File: config.mk
export PLATFORM = sky130hd
export DESIGN_NAME = floppy_seek_ctrl
export DESIGN_NICKNAME = d
export VERILOG_FILES = /design/src/rtl/floppy_seek_ctrl.sv
export SDC_FILE = /design/constraint.sdc
export NUM_CORES = 1
export LEC_CHECK = 0
export ABC_AREA = 1
export CAP_MARGIN = 20
export CORE_MARGIN = 2
export CORE_UTILIZATION = 51
export CTS_CLUSTER_DIAMETER = 50
export DETAILED_ROUTE_END_ITERATION = 10
export GPL_ROUTABILITY_DRIVEN = 0
export PLACE_DENSITY = 0.72
export RECOVER_POWER = 100
export REMOVE_ABC_BUFFERS = 1
export SYNTH_ARGS = -nofsm -noshare
export SYNTH_HDL_FRONTEND = slang
export SYNTH_SLANG_ARGS = --single-unit
File: constraint.sdc
create_clock -name i_Clk -period 5 [get_ports i_Clk]
set_clock_uncertainty 0.2 [all_clocks]
set_input_delay 1 -clock i_Clk [delete_from_list [all_inputs] [get_ports i_Clk]]
set_output_delay 1 -clock i_Clk [all_outputs]
set_load 0.05 [all_outputs]
File: src/rtl/floppy_seek_ctrl.sv
// floppy_seek_ctrl
// Head-positioning and spindle controller for a floppy drive. It accepts
// recalibrate/seek commands over a valid/ready handshake and drives MOTOR,
// STEP and DIR with the drive's step pulse width, step rate and head-settle
// timing. It tracks the current cylinder, reports completion and errors, and
// counts index pulses for motor spin-up and the idle motor-off timeout.
//
// Ports:
//   i_Clk, i_Reset     clock, synchronous active-high reset
//   i_Cmd_Valid        command request
//   o_Cmd_Ready        high in IDLE; a command is taken on Valid && Ready
//   i_Cmd_Recal        1 = recalibrate to track 0, 0 = seek to i_Cmd_Track
//   i_Cmd_Track[6:0]   seek target cylinder
//   i_Track0, i_Index  asynchronous drive status inputs (active-high)
//   o_Motor            spindle motor enable
//   o_Step             step pulse, active-high
//   o_Dir              1 = inward (track+1), 0 = outward (track-1)
//   o_Track[6:0]       current cylinder
//   o_Track_Valid      o_Track is trustworthy (a recalibrate has completed)
//   o_Busy             command in progress
//   o_Done             one-cycle completion pulse
//   o_Error            last command failed; held until the next accept
module floppy_seek_ctrl #(
    parameter int clkspd       = 25000000,
    parameter int STEP_PULSE   = clkspd / 1000000 * 2,
    parameter int STEP_PERIOD  = clkspd / 1000 * 3,
    parameter int SETTLE       = clkspd / 1000 * 15,
    parameter int SPINUP_IDX   = 2,
    parameter int IDLE_IDX_OFF = 10,
    parameter int MAX_TRACK    = 79,
    parameter int RECAL_MAX    = 84
) (
    input  logic       i_Clk,
    input  logic       i_Reset,
    input  logic       i_Cmd_Valid,
    output logic       o_Cmd_Ready,
    input  logic       i_Cmd_Recal,
    input  logic [6:0] i_Cmd_Track,
    input  logic       i_Track0,
    input  logic       i_Index,
    output logic       o_Motor,
    output logic       o_Step,
    output logic       o_Dir,
    output logic [6:0] o_Track,
    output logic       o_Track_Valid,
    output logic       o_Busy,
    output logic       o_Done,
    output logic       o_Error
);

    localparam int TIMER_MAX = (STEP_PERIOD > SETTLE) ? STEP_PERIOD : SETTLE;
    localparam int TW        = $clog2(TIMER_MAX + 1);
    localparam int IDX_MAX   = (SPINUP_IDX > IDLE_IDX_OFF) ? SPINUP_IDX : IDLE_IDX_OFF;
    localparam int IW        = $clog2(IDX_MAX + 1);
    localparam int SW        = $clog2(RECAL_MAX + 1);

    localparam logic [TW-1:0] HI_LAST      = TW'(STEP_PULSE - 1);
    localparam logic [TW-1:0] LO_LAST      = TW'(STEP_PERIOD - STEP_PULSE - 1);
    localparam logic [TW-1:0] SETTLE_LAST  = TW'(SETTLE - 1);
    localparam logic [IW-1:0] SPINUP_CNT   = IW'(SPINUP_IDX);
    localparam logic [IW-1:0] IDLE_OFF_CNT = IW'(IDLE_IDX_OFF);
    localparam logic [SW-1:0] RECAL_LIMIT  = SW'(RECAL_MAX);
    localparam logic [6:0]    TRACK_LIMIT  = 7'(MAX_TRACK);

    typedef enum logic [2:0] {
        S_IDLE, S_SPINUP, S_CHECK, S_STEP_HI, S_STEP_LO, S_SETTLE, S_DONE
    } state_t;

    state_t        state, state_next;
    logic          cmd_recal, cmd_recal_next;
    logic [6:0]    cmd_track, cmd_track_next;
    logic [6:0]    track, track_next;
    logic          track_valid, track_valid_next;
    logic          motor, motor_next;
    logic          dir, dir_next;
    logic          step, step_next;
    logic          done, done_next;
    logic          error, error_next;
    logic [SW-1:0] step_cnt, step_cnt_next;
    logic [TW-1:0] timer, timer_next;
    logic [IW-1:0] idx_cnt, idx_cnt_next;

    logic track0_meta, track0_sync;
    logic index_meta, index_sync, index_prev;
    logic index_rise;

    logic [IW-1:0] idx_inc;
    logic [SW-1:0] step_inc;
    logic [TW-1:0] timer_inc;

    assign index_rise = index_sync & ~index_prev;
    assign idx_inc    = idx_cnt + 1'b1;
    assign step_inc   = step_cnt + 1'b1;
    assign timer_inc  = timer + 1'b1;

    // Two-flop synchronizers for the asynchronous drive status lines, plus
    // one more flop on INDEX for rising-edge detection.
    always_ff @(posedge i_Clk) begin
        // NOTE: sequential state uses non-blocking assignments so every flop
        // samples pre-edge values regardless of statement order.
        if (i_Reset) begin
            track0_meta <= 1'b0;
            track0_sync <= 1'b0;
            index_meta  <= 1'b0;
            index_sync  <= 1'b0;
            index_prev  <= 1'b0;
        end else begin
            track0_meta <= i_Track0;
            track0_sync <= track0_meta;
            index_meta  <= i_Index;
            index_sync  <= index_meta;
            index_prev  <= index_sync;
        end
    end

    always_ff @(posedge i_Clk) begin
        if (i_Reset) begin
            state       <= S_IDLE;
            cmd_recal   <= 1'b0;
            cmd_track   <= '0;
            track       <= '0;
            track_valid <= 1'b0;
            motor       <= 1'b0;
            dir         <= 1'b0;
            step        <= 1'b0;
            done        <= 1'b0;
            error       <= 1'b0;
            step_cnt    <= '0;
            timer       <= '0;
            idx_cnt     <= '0;
        end else begin
            state       <= state_next;
            cmd_recal   <= cmd_recal_next;
            cmd_track   <= cmd_track_next;
            track       <= track_next;
            track_valid <= track_valid_next;
            motor       <= motor_next;
            dir         <= dir_next;
            step        <= step_next;
            done        <= done_next;
            error       <= error_next;
            step_cnt    <= step_cnt_next;
            timer       <= timer_next;
            idx_cnt     <= idx_cnt_next;
        end
    end

    always_comb begin
        // NOTE: every variable gets a default before the case so no path can
        // leave one unassigned and infer a latch.
        state_next       = state;
        cmd_recal_next   = cmd_recal;
        cmd_track_next   = cmd_track;
        track_next       = track;
        track_valid_next = track_valid;
        motor_next       = motor;
        dir_next         = dir;
        error_next       = error;
        step_cnt_next    = step_cnt;
        timer_next       = timer;
        idx_cnt_next     = idx_cnt;

        case (state)
            S_IDLE: begin
                if (i_Cmd_Valid) begin
                    cmd_recal_next = i_Cmd_Recal;
                    cmd_track_next = i_Cmd_Track;
                    error_next     = 1'b0;
                    idx_cnt_next   = '0;
                    dir_next       = !i_Cmd_Recal && (i_Cmd_Track > track);
                    if (!i_Cmd_Recal && (!track_valid || i_Cmd_Track > TRACK_LIMIT)) begin
                        // Unknown position or illegal target: fail without
                        // touching the motor.
                        error_next = 1'b1;
                        state_next = S_DONE;
                    end else begin
                        motor_next    = 1'b1;
                        step_cnt_next = '0;
                        timer_next    = '0;
                        state_next    = motor ? S_CHECK : S_SPINUP;
                    end
                end else if (motor && index_rise && idx_cnt != IDLE_OFF_CNT) begin
                    // Motor-off timeout; the count saturates at the threshold.
                    idx_cnt_next = idx_inc;
                    if (idx_inc == IDLE_OFF_CNT) begin
                        motor_next = 1'b0;
                    end
                end
            end

            S_SPINUP: begin
                if (index_rise) begin
                    idx_cnt_next = idx_inc;
                    if (idx_inc == SPINUP_CNT) begin
                        state_next = S_CHECK;
                    end
                end
            end

            S_CHECK: begin
                timer_next = '0;
                if (cmd_recal) begin
                    if (track0_sync) begin
                        track_next       = '0;
                        track_valid_next = 1'b1;
                        state_next       = (step_cnt != '0) ? S_SETTLE : S_DONE;
                    end else if (step_cnt == RECAL_LIMIT) begin
                        error_next       = 1'b1;
                        track_valid_next = 1'b0;
                        state_next       = S_DONE;
                    end else begin
                        step_cnt_next = step_inc;
                        state_next    = S_STEP_HI;
                    end
                end else if (track == cmd_track) begin
                    state_next = (step_cnt != '0) ? S_SETTLE : S_DONE;
                end else begin
                    // Direction was fixed at accept, so this never wraps.
                    step_cnt_next = step_inc;
                    track_next    = dir ? track + 1'b1 : track - 1'b1;
                    state_next    = S_STEP_HI;
                end
            end

            S_STEP_HI: begin
                if (timer == HI_LAST) begin
                    timer_next = '0;
                    state_next = S_STEP_LO;
                end else begin
                    timer_next = timer_inc;
                end
            end

            S_STEP_LO: begin
                if (timer == LO_LAST) begin
                    state_next = S_CHECK;
                end else begin
                    timer_next = timer_inc;
                end
            end

            S_SETTLE: begin
                if (timer == SETTLE_LAST) begin
                    state_next = S_DONE;
                end else begin
                    timer_next = timer_inc;
                end
            end

            S_DONE: begin
                idx_cnt_next = '0;
                state_next   = S_IDLE;
            end

            default: state_next = S_IDLE;
        endcase

        // STEP and DONE are registered from the next state so the drive pin
        // is glitch-free and rises on the same edge that enters STEP_HI.
        step_next = (state_next == S_STEP_HI);
        done_next = (state_next == S_DONE);
    end

    assign o_Cmd_Ready   = (state == S_IDLE);
    assign o_Busy        = !o_Cmd_Ready;
    assign o_Motor       = motor;
    assign o_Step        = step;
    assign o_Dir         = dir;
    assign o_Track       = track;
    assign o_Track_Valid = track_valid;
    assign o_Done        = done;
    assign o_Error       = error;

endmodule

# After elaboration in Yosys (flattened, before gate mapping)
# Cells that the tools add are included.
# totals
reg_bits	59
wordCells	129
in_bits	13
out_inout_bits	15
# op_classes
muxes	47
n_reduce_logical	24
magnitude_cmp	2
n_addsub	5
n_eq_ne	31
bitwise	2
# ops
op	count
$mux 19	5
$pmux 19 s5	1
$mux 7	10
$mux 3	11
$ne 2x2->1 const B	10
$add 19x1->19 const B	1
$eq 19x17->1 const B	1
$eq 19x19->1 const B	1
$eq 19x6->1 const B	1
$pmux 3 s6	1
$add 7x1->7 const B	2
$pmux 7 s2	1
$eq 3x3->1 const B	4
$mux 4	3
$pmux 4 s3	1
$mux 1	11
$reduce_and 5->1	2
$eq 3x2->1 const B	3
$ne 3x3->1 const B	3
$reduce_and 3->1	3
$reduce_bool 2->1	4
$eq 7x7->1	1
$eq 7x7->1 const B	1
$gt 7x7->1	1
other kinds (23)	29

# Depth between registers and ports, before layout
# logic_depth
word_depth	7
depth_mapped	13

# Least setup slack after synthesis
# Ideal clock, no wire load.
# synth_timing
path_type	register to register
from	reg dir (netlist: o_Dir)
to	reg track[3] (netlist: o_Track[3])
setup_ns	0.070
path_slack_ns	2.661
stages_incl_launch_ff	9
arrival_time_ns	2.068
path_cell_list	dfxtp_1 inv_1 ha_1 nand2_1 nand2_1 a31oi_1 xor2_1 or2_2 a21oi_1
# synth_via
elab_chain_cells	3
# synth_lines
element	line_no	source
start, declared	75	logic dir, dir_next;
start signal, assigned	138	dir <= dir_next;
$mux 7	220	track_next = dir ? track + 1'b1 : track - 1'b1;
$mux 7	215	end else if (track == cmd_track) begin
$mux 7	202	if (cmd_recal) begin
end signal, assigned	135	track <= track_next;
end, declared	72	logic [6:0] track, track_next;
# Every way passes these cells. The select of a mux whose other input is x is not followed.
# A chain may end at the register's enable or synchronous reset.

# Worst setup path in the final report
# layout_timing
from	in i_Cmd_Track[4]
to	reg timer[0]
# layout_via
elab_chain_cells	5
# layout_lines
element	line_no	source
start, declared	38	input logic [6:0] i_Cmd_Track,
$gt 7x7->1	171	if (!i_Cmd_Recal && (!track_valid || i_Cmd_Track > TRACK_LIMIT)) begin
$logic_or 1x1->1	171	
$logic_and 1x1->1	171	
$ne 2x2->1 (no source line)	--	
$reduce_and 5->1 (no source line)	--	
end signal, assigned	143	timer <= timer_next;
end, declared	80	logic [TW-1:0] timer, timer_next;
# Every way passes these cells.

==> results.cfg <==
[place]
dpl-instance-area_um2 = 4409
pre_cts_slack_ps = 1932
dpl.hpwl_um = 7726
portBuffers = 27

[synthesis]
synth.area.mux_share = 0
syn_area_um2 = 4095
yosys.cell_types.count = 42
yosys.area_share.simple = 0.3883
synthXorXnorAreaFrac = 0.03636
ys_seq_area_frac = 0.2884
synth_compound_area_frac = 0.1250
synthAdderAreaFrac = 0.06294
synth_warnings = 0
syn_area_per_cell_um2 = 6.409
synth_cells = 639
synth_top_family_by_area = simple AND/OR/NAND/NOR gates
ys_ff_latch = 59

[sta]
fin_crit_ps = 3654
max_freq_ghz = 0.2737
min_period_over_period = 0.7308
finalHoldViolations = 0
setup_violations = 0
finalSetupTns_ps = 0
rsz0062_at_grt = no
fin_ws_ps = 1346
drv_slew = 0
timing.hold.ws_ps = 208.1
slew_headroom = 0.1677
tightest_slew_ps = 1248

[critical_path]
cpMostUsedCell = nand2_1
crit_chain = dlygate4sd3_1 -> o21ai_0 -> nand2_1 -> nand2_1 -> nand2_1 -> nand2_1 -> nand2_4 -> nor2_1 -> nand3_1 -> nand2_1 -> nor2_1
endpoint_kind = flop
regToRegSetupSlack_ps = 1950
criticalPathCategory = primary input to flop
crit_path_end = timer[0]$_SDFFE_PP0P_
cpPeakStageDelay_ps = 890
critPathRequiredTime_ps = 5030
reg2reg_from = state[1]$_SDFF_PP0_
critPathArrivalTime_ps = 3690
reg2reg_depth = 7
start_kind = primary input
r2r-end = timer[0]$_SDFFE_PP0P_
setup.worst_path.start = i_Cmd_Track[4]
critPathSlowestCell = nor2_1
cp_max_fo = 16

[cells_and_area]
fill_cells = 775
layout-drive-gt1-share = 0.05556
design_area_um2 = 4544
final_nets = 694
diodes = 0
area_growth_pct = 10.97

[die]
io_pins = 28
die-area_um2 = 8763
dieHeight_um = 93.61
fp.dieW_um = 93.61
core_area_um2 = 7767
start_util = 0.5272
rows = 32

[route]
drt_iter0_drc = 252
wl_um = 10510
dr_total_vias = 4160
wire_per_inst_um = 13.69
post-route-drc-count = 0
ant_nets = 0
viasPerCell = 5.417
drtPass1Iterations = 5

[clock_network]
ctsHoldBuffers = 0
cts.clk_slew.worst_paths_ps = 70
clock-root-buffer = clkbuf_8
clock_sinks = 59
clock_latency_ps = 340
h-tree-depth = 3
cts-buffers-inserted = 9
clk_path_buf_depth = 2
post_cts_buffers = 0
ctsResizeCount = 0
cts_tree = done

[global_routing]
grt_pass1_vias = 4073
grtUsageTotal = 0.2591
grt_max_degree = 24
grt_pass1_wl_um = 18160
grt-ovfl-total = 0
antenna_found_initial = 0

[pwr]
powerDensity_nw_per_um2 = 472.7
vdd_ir_drop_max_v = 0.0002657
p_leak_nw = 1.884

[flow_run]
maxCapViolations = 0

[status]
status = completed

[min_path]
hp-class = flop to flop
==> routing by layer <==
metal | part of all wire | routed length [um] | track usage | up-vias
met5 | 0 | 0 | 0 | -
met4 | 0.014 | 150 | 0.09662 | 0
met3 | 0.051 | 534 | 0.04996 | 19
met2 | 0.47 | 4910 | 0.4365 | 117
met1 | 0.47 | 4916 | 0.3282 | 1911
li1 | - | - | - | 2113
==> cell type report <==
class | instances | area [um2] | share of cell area
Tap cell | 102 | 127.6 | 0.02808
Timing Repair Buffer | 28 | 274.0 | 0.06030
Clock inverter | 4 | 25.02 | 0.005507
Multi-Input combinational cell | 480 | 2467 | 0.5430
Clock buffer | 12 | 155.1 | 0.03414
Sequential cell | 59 | 1181 | 0.2599
Inverter | 83 | 314.1 | 0.06911
==> state kept, by name (all words and copies together) (netlist names), 3 cells and up <==
register / flops
idx_cnt: 4
cmd_track: 7
step_cnt: 7
timer: 19
o_Track: 7
state: 3
==> worst max-delay path: cells and delay by family <==
| family | cells | cell delay, ps |
|---|---|---|
| buffers and inverters | 1 | 600 |
| AO/OA/AOI/OAI | 1 | 190 |
| AND/OR/NAND/NOR | 9 | 1890 |
==> worst min-delay path by stage <==
stage | from | end | slack, ps | cells after the start
final | index_meta$_SDFF_PP0_ | index_sync$_SDFF_PP0_ | 210 | 2
after global placement | track0_meta$_SDFF_PP0_ | track0_sync$_SDFF_PP0_ | 190 | 2
after detailed placement | index_meta$_SDFF_PP0_ | index_sync$_SDFF_PP0_ | 200 | 2
after floorplan | index_meta$_SDFF_PP0_ | index_sync$_SDFF_PP0_ | 190 | 2
after CTS | index_meta$_SDFF_PP0_ | index_sync$_SDFF_PP0_ | 210 | 2
after global routing | track0_meta$_SDFF_PP0_ | track0_sync$_SDFF_PP0_ | 220 | 2
==> where the power goes <==
group | switching (mW) | internal (mW)
logic | 0.774 | 0.334
registers | 0.0890 | 0.545
clock network | 0.201 | 0.205
==> cell usage in the layout, fill, tap and decap left out, drive strengths merged, types with 3 or more instances in the layout <==
master and n:
clkbuf 13, nor2 79, nor3b 3, a21oi 60
o21bai 3, nand3b 4, dlygate4sd3 18, a211oi 3
nor3 7, clkdlybuf4s50 9, dfxtp 59, nand2 177
nand4 20, xnor2 5, o21ai 22, ha 19
xor2 12, nand3 52, inv 83
==> stage by stage <==
step	util	total power, mW	instances
after floorplan	-	1.504	622
after detailed placement	0.5677	1.802	752
after CTS	0.5909	2.218	768
after global routing	0.5851	2.332	768
after global placement	0.5677	1.786	752
final	0.5851	2.148	768
==> synthesized netlist by cell type (all sizes together) <==
master / number / area (um2)
nand2: 177 / 691.9
xor2: 12 / 105.1
or2: 2 / 12.51
o22ai: 1 / 6.260
nand3b: 4 / 30.03
and3: 2 / 12.51
nor3b: 3 / 22.52
nand4: 20 / 155.2
fa: 1 / 20.02
o21ai: 22 / 110.1
a21oi: 60 / 300.3
nor3: 7 / 35.03
o211ai: 2 / 15.01
nand3: 52 / 282.8
o21bai: 3 / 22.52
buf: 11 / 68.81
ha: 19 / 237.7
a21o: 1 / 7.510
a211oi: 3 / 22.52
and2: 1 / 6.260
xnor2: 5 / 43.79
a31oi: 2 / 12.51
clkbuf: 6 / 22.52
nor2: 79 / 341.6
a22oi: 1 / 7.510
dfxtp: 59 / 1181
a21boi: 1 / 7.510
inv: 83 / 314.1
==> logic make-up (layout without fill, tap and decap cells) <==
kind of cell | Yosys count | count (layout)
AOI/OAI and AO/OA | 96 | 96
adders and majority gates | 20 | 20
DFF | 59 | 59
xor gates and xnor gates | 17 | 17
and+or+nand+nor | 347 | 347
buffers and inverters | 100 | 127
(Power assumes the default switching activity.)
